`config.mk`:
```
export PLATFORM = sky130hd
export DESIGN_NAME = truth_table_sweeper
export DESIGN_NICKNAME = d
export VERILOG_FILES = /design/src/rtl/truth_table_sweeper_pkg.sv /design/src/rtl/truth_table_sweeper_popcount_acc.sv /design/src/rtl/truth_table_sweeper.sv
export SDC_FILE = /design/constraint.sdc
export NUM_CORES = 1
export LEC_CHECK = 0
export ABC_AREA = 1
export BUFFER_PORTS_ARGS = -buffer_cell sky130_fd_sc_hd__buf_2
export CORE_UTILIZATION = 40
export CTS_BUF_LIST = sky130_fd_sc_hd__clkbuf_4
export CTS_CLUSTER_SIZE = 20
export DETAILED_ROUTE_END_ITERATION = 8
export GPL_ROUTABILITY_DRIVEN = 0
export GPL_TIMING_DRIVEN = 0
export PLACE_DENSITY_LB_ADDON = 0.12
export SYNTH_ARGS = -nofsm -noshare
export SYNTH_HDL_FRONTEND = slang
export SYNTH_HIERARCHICAL = 1
export SYNTH_SLANG_ARGS = --single-unit
```
`constraint.sdc`:
```
create_clock -name Clock -period 1.45 [get_ports Clock]
set_input_delay 0.2175 -clock Clock [delete_from_list [all_inputs] [get_ports Clock]]
set_output_delay 0.2175 -clock Clock [all_outputs]
set_load 0.05 [all_outputs]
```
`src/rtl/truth_table_sweeper_pkg.sv`:
```
// Shared definitions for the truth-table sweeper.
// Holds the controller state encoding and sweep dimensions.
package truth_table_sweeper_pkg;

    localparam int N_IN   = 5;
    localparam int N_COMB = 32;

    typedef enum logic [1:0] {
        IDLE  = 2'd0,
        SWEEP = 2'd1,
        DONE  = 2'd2
    } state_t;

endpackage

```
`src/rtl/truth_table_sweeper_popcount_acc.sv`:
```
// Six-bit ones accumulator with synchronous clear and enable.
// Ports: Clock, Resetn (sync, active-low), clr, en, inc -> count.
module popcount_acc (
    input  logic       Clock,
    input  logic       Resetn,
    input  logic       clr,
    input  logic       en,
    input  logic       inc,
    output logic [5:0] count
);

    always_ff @(posedge Clock) begin
        if (!Resetn) begin
            count <= 6'd0;
        end else if (clr) begin
            count <= 6'd0;
        end else if (en && inc) begin
            count <= count + 6'd1;
        end
    end

endmodule

```
`src/rtl/truth_table_sweeper.sv`:
```
// Sweeps a 5-input, 2-output function block through all 32 inputs,
// capturing truth tables, minterm counts and an expected-mask check.
// Ports: Clock, Resetn, Start, Hold, F_in, G_in in; X, Busy, Done,
// Valid, F_table, G_table, F_count, G_count, Pass, MisValid, MisIdx out.
module truth_table_sweeper
    import truth_table_sweeper_pkg::*;
#(
    parameter logic [31:0] EXP_F    = 32'h00000000,
    parameter logic [31:0] EXP_G    = 32'h00000000,
    parameter bit          CHECK_EN = 1'b1
) (
    input  logic              Clock,
    input  logic              Resetn,
    input  logic              Start,
    input  logic              Hold,
    output logic [N_IN-1:0]   X,
    input  logic              F_in,
    input  logic              G_in,
    output logic              Busy,
    output logic              Done,
    output logic              Valid,
    output logic [N_COMB-1:0] F_table,
    output logic [N_COMB-1:0] G_table,
    output logic [5:0]        F_count,
    output logic [5:0]        G_count,
    output logic              Pass,
    output logic              MisValid,
    output logic [N_IN-1:0]   MisIdx
);

    state_t          state;
    state_t          state_next;
    logic [N_IN-1:0] idx;
    logic            accept;
    logic            capture;
    logic            last;
    logic            mis_now;

    assign accept  = Start && (state == IDLE || state == DONE);
    assign capture = (state == SWEEP) && !Hold;
    assign last    = capture && (idx == 5'd31);

    // Compare is disabled entirely when CHECK_EN=0, so Pass ends up 1.
    assign mis_now = CHECK_EN &&
                     ((F_in != EXP_F[idx]) || (G_in != EXP_G[idx]));

    always_ff @(posedge Clock) begin
        if (!Resetn) begin
            state <= IDLE;
        end else begin
            state <= state_next;
        end
    end

    always_comb begin
        state_next = state;
        unique case (state)
            IDLE:    if (Start) state_next = SWEEP;
            SWEEP:   if (last)  state_next = DONE;
            DONE:    if (Start) state_next = SWEEP;
            default: state_next = IDLE;
        endcase
    end

    always_comb begin
        Busy = (state == SWEEP);
        X    = Busy ? idx : '0;
    end

    always_ff @(posedge Clock) begin
        if (!Resetn) begin
            idx      <= '0;
            F_table  <= '0;
            G_table  <= '0;
            MisValid <= 1'b0;
            MisIdx   <= '0;
            Pass     <= 1'b0;
            Valid    <= 1'b0;
            Done     <= 1'b0;
        end else begin
            Done <= 1'b0;
            if (accept) begin
                idx      <= '0;
                F_table  <= '0;
                G_table  <= '0;
                MisValid <= 1'b0;
                MisIdx   <= '0;
                Pass     <= 1'b0;
                Valid    <= 1'b0;
            end else if (capture) begin
                F_table[idx] <= F_in;
                G_table[idx] <= G_in;
                idx          <= idx + 5'd1;
                // First mismatch wins; later ones leave MisIdx alone.
                if (mis_now && !MisValid) begin
                    MisValid <= 1'b1;
                    MisIdx   <= idx;
                end
                if (last) begin
                    Done  <= 1'b1;
                    Valid <= 1'b1;
                    Pass  <= !(MisValid || mis_now);
                end
            end
        end
    end

    popcount_acc u_f_cnt (
        .Clock  (Clock),
        .Resetn (Resetn),
        .clr    (accept),
        .en     (capture),
        .inc    (F_in),
        .count  (F_count)
    );

    popcount_acc u_g_cnt (
        .Clock  (Clock),
        .Resetn (Resetn),
        .clr    (accept),
        .en     (capture),
        .inc    (G_in),
        .count  (G_count)
    );

endmodule

```
==> metrics <==
Skew-Pair Late Insertion Delay 0.45 ns; worst path arrival time between 1 and 1.5 ns; setup repair after global routing missed its margin true; setup skew after layout 0.0191 ns; NumNets Final 728; total of buffers placed on input and output ports between 90 and 100; distinct cell type count of the synthesized netlist 18; leading cell types in the layout, fill and taps excluded nor2_1, nand2_1, buf_2; critical-path cell with the highest stage delay dfxtp_4; floorplan row count 35; Post-Syn Area roughly 4000 µm²; Initial DRT Pass Iterations 4; kind of start point of the critical path flip-flop; routed length per instance between 10 and 15 µm; cell taking the most area after synthesis dfxtp_1; largest net degree at the start of global routing 17; endpoints failing setup 5; synthesized netlist net count ~600; DRC violations left 0; transition at the pin with the smallest max-transition slack roughly 0.53 ns; share of Yosys cell area claimed by the top area cell type 46.4%; GRT Util Overall 21.6%; worst supply voltage drop on vdd ~0.57 mV; cells taking the most area after synthesis dfxtp_1, nor2_1, nand2_1; Worst Path Buf+Inv 2; Clock Root Buffer clkbuf_4; final-report hold violation count 0; number of storage elements in the synthesis netlist 92; CP max FO 4; Tcrit/Tclk final 105%; CTS hold repair buffers 0; Clock H-tree levels 3; Initial Util a little over two fifths; # diodes 0; wire length of the first global-routing pass ~17000 µm; Min-Delay Path Class input port to flip-flop; number of synthesized flops with an enable pin 0; dpl cell area 4610 µm²; Sink Count roughly 90; Crit path largest cell delay approximately 0.41 ns; number of max-slew violations in the final report 0; clock-pin slew of the registers on the worst-case setup and hold paths roughly 0.13 ns; vias in the first global route between 3000 and 4000; share of the yosys chip area belonging to registers between 40% and 50%; post-layout instance area 5390 µm²; Max Buffers Root-to-Sink 2; Slew Limit Headroom roughly 64%; Top Family by Delay on Critical Path flip-flops; top flip-flop cell by instance count after synthesis dfxtp_1; number of antenna violations at the first check in global routing 0; commonest non-fill, non-tap cell in the layout nor2_1; path type of the worst setup path flip-flop to output pin; final core occ about 57%; failing checks negative setup slack; Post-synth ARST share 0%; final critical path time including I/O delays and setup approximately 1.5 ns; result of the run finished, violations left; yosys warns 6; number of cells produced by synthesis about 590; PD cells just under 900 nW/µm²; worst path cell trace clkinvlp_4, nor2_4, buf_6; number of nets with antenna violations after routing 0; I/O pin cnt 97; area of the die slightly above 10000 µm²; leakage power between 2 and 2.5 nW; highest attainable clock frequency 654 MHz; placed wire-length estimate between 7000 and 8000 µm; Setup crit end kind output pin; total length of routed wires roughly 11000 µm; chip height between 100 and 150 µm; worst setup slack after layout -0.0796 ns; average via count per standard cell around 4.8; Area Growth Syn to Fin 35.9%; global route overflow 0; Mean Syn Cell Area 6.73 µm²; overall die width 102 µm; total core area around 9400 µm²; share of cells above drive strength 1 31.9%; max_cap viols 0; worst endpoint required time around 1.2 ns; total via count after detailed routing about 4100; initial drt markers around 200; TritonCTS clock tree built; TritonCTS Buffers 9
cells by family (layout without fill, tap and decap cells):
group / Yosys count / count (layout) / share of synthesized area (%)
buffers and inverters: 51 / 179 / 5.46
AOI/OAI and AO/OA: 27 / 27 / 3.41
DFF: 92 / 92 / 46.4
and+or+nand+nor: 412 / 415 / 42.5
adders and majority gates: 7 / 7 / 2.21
flip-flops by register name, summed over array words and instances, names as in the netlist:
name	count
F_table	32
G_table	32
u_f_cnt/count	6
u_g_cnt/count	6
MisIdx	5
idx	5
state	2
Done	1
MisValid	1
Pass	1
Valid	1
metal layers:
layer  GRT usage, %  vias to the layer above  share of wire (%)
li1               -                     2100                  -
met1           27.6                     1837                 46
met2           35.8                      114                 47
met3           4.83                       10                5.9
met4           7.69                        0                1.2
met5              0                        -                  0
area by class of cell:
| cell class | count | area, µm² |
|---|---|---|
| flip-flops and latches | 92 | 1870 |
| clock inverters | 7 | 98.8 |
| inverters | 32 | 141 |
| clock buffers | 9 | 67.6 |
| fillers | 921 | 4020 |
| plain buffers | 18 | 131 |
| repair buffers | 113 | 666 |
| multi-input cells | 449 | 2260 |
| well taps | 129 | 161 |
worst reg2reg max path, stage by stage, from the launching register on:
cell     delay, ns
dfxtp_4       0.43
ha_4          0.18
inv_2         0.06
nor2_1        0.13
ha_2          0.21
inv_1         0.07
nor2_4        0.12
nand2_1       0.05
o21ai_0       0.07
nor2_1        0.05
power by group:
part / switching (mW) / internal [mW]
clock network: 0.898 / 0.711
logic: 0.358 / 0.164
registers: 0.0213 / 2.54
total: 1.28 / 3.41
through the flow:
step | std cells | hold slack, ns | setup TNS (ns) | power, mW | worst slack [ns]
2_1_floorplan | 589 | 0.369 | 0 | 2.91 | 0.0487
3_3_place_gp | 814 | 0.460 | -7.37 | 3.01 | -0.173
3_5_place_dp | 814 | 0.460 | -8.93 | 3.02 | -0.214
4_1_cts | 837 | 0.0443 | -0.274 | 4.66 | -0.0610
5_1_grt | 849 | 0.0389 | -1.76 | 4.89 | -0.160
6_report | 849 | 0.0466 | -0.174 | 4.69 | -0.0796
final timing paths:
path	end	slack (ns)	cells after the start	from
hold reg to reg	G_table[6]$_SDFFE_PP0P_	0.49	2	G_table[6]$_SDFFE_PP0P_
setup / recovery	X[1]	-0.08	3	idx[1]$_SDFFE_PP0P_
hold / removal	state[0]$_SDFFE_PN0P_	0.05	3	Resetn
setup reg to reg	Pass$_SDFFE_PP0P_	-0.03	9	idx[0]$_SDFFE_PP0P_
repair_timing:
item,in CTS,in global routing
pin swaps,4,7
endpoints found under the setup margin,89,87
cloned,3,0
resized for setup,57,87
hold endpoints to repair,0,0
buffers inserted,4,13
cell usage after synthesis, types with 3 or more instances:
cell,count
inv_1,26
ha_1,7
clkbuf_1,6
a21oi_1,12
o21ai_0,15
inv_2,6
buf_2,8
nand2_2,3
nor2_1,221
dfxtp_1,92
nor2_2,7
nor2_4,3
nand2_1,105
nand3_1,72
No activity file was read; power rests on OpenSTA's default activity.
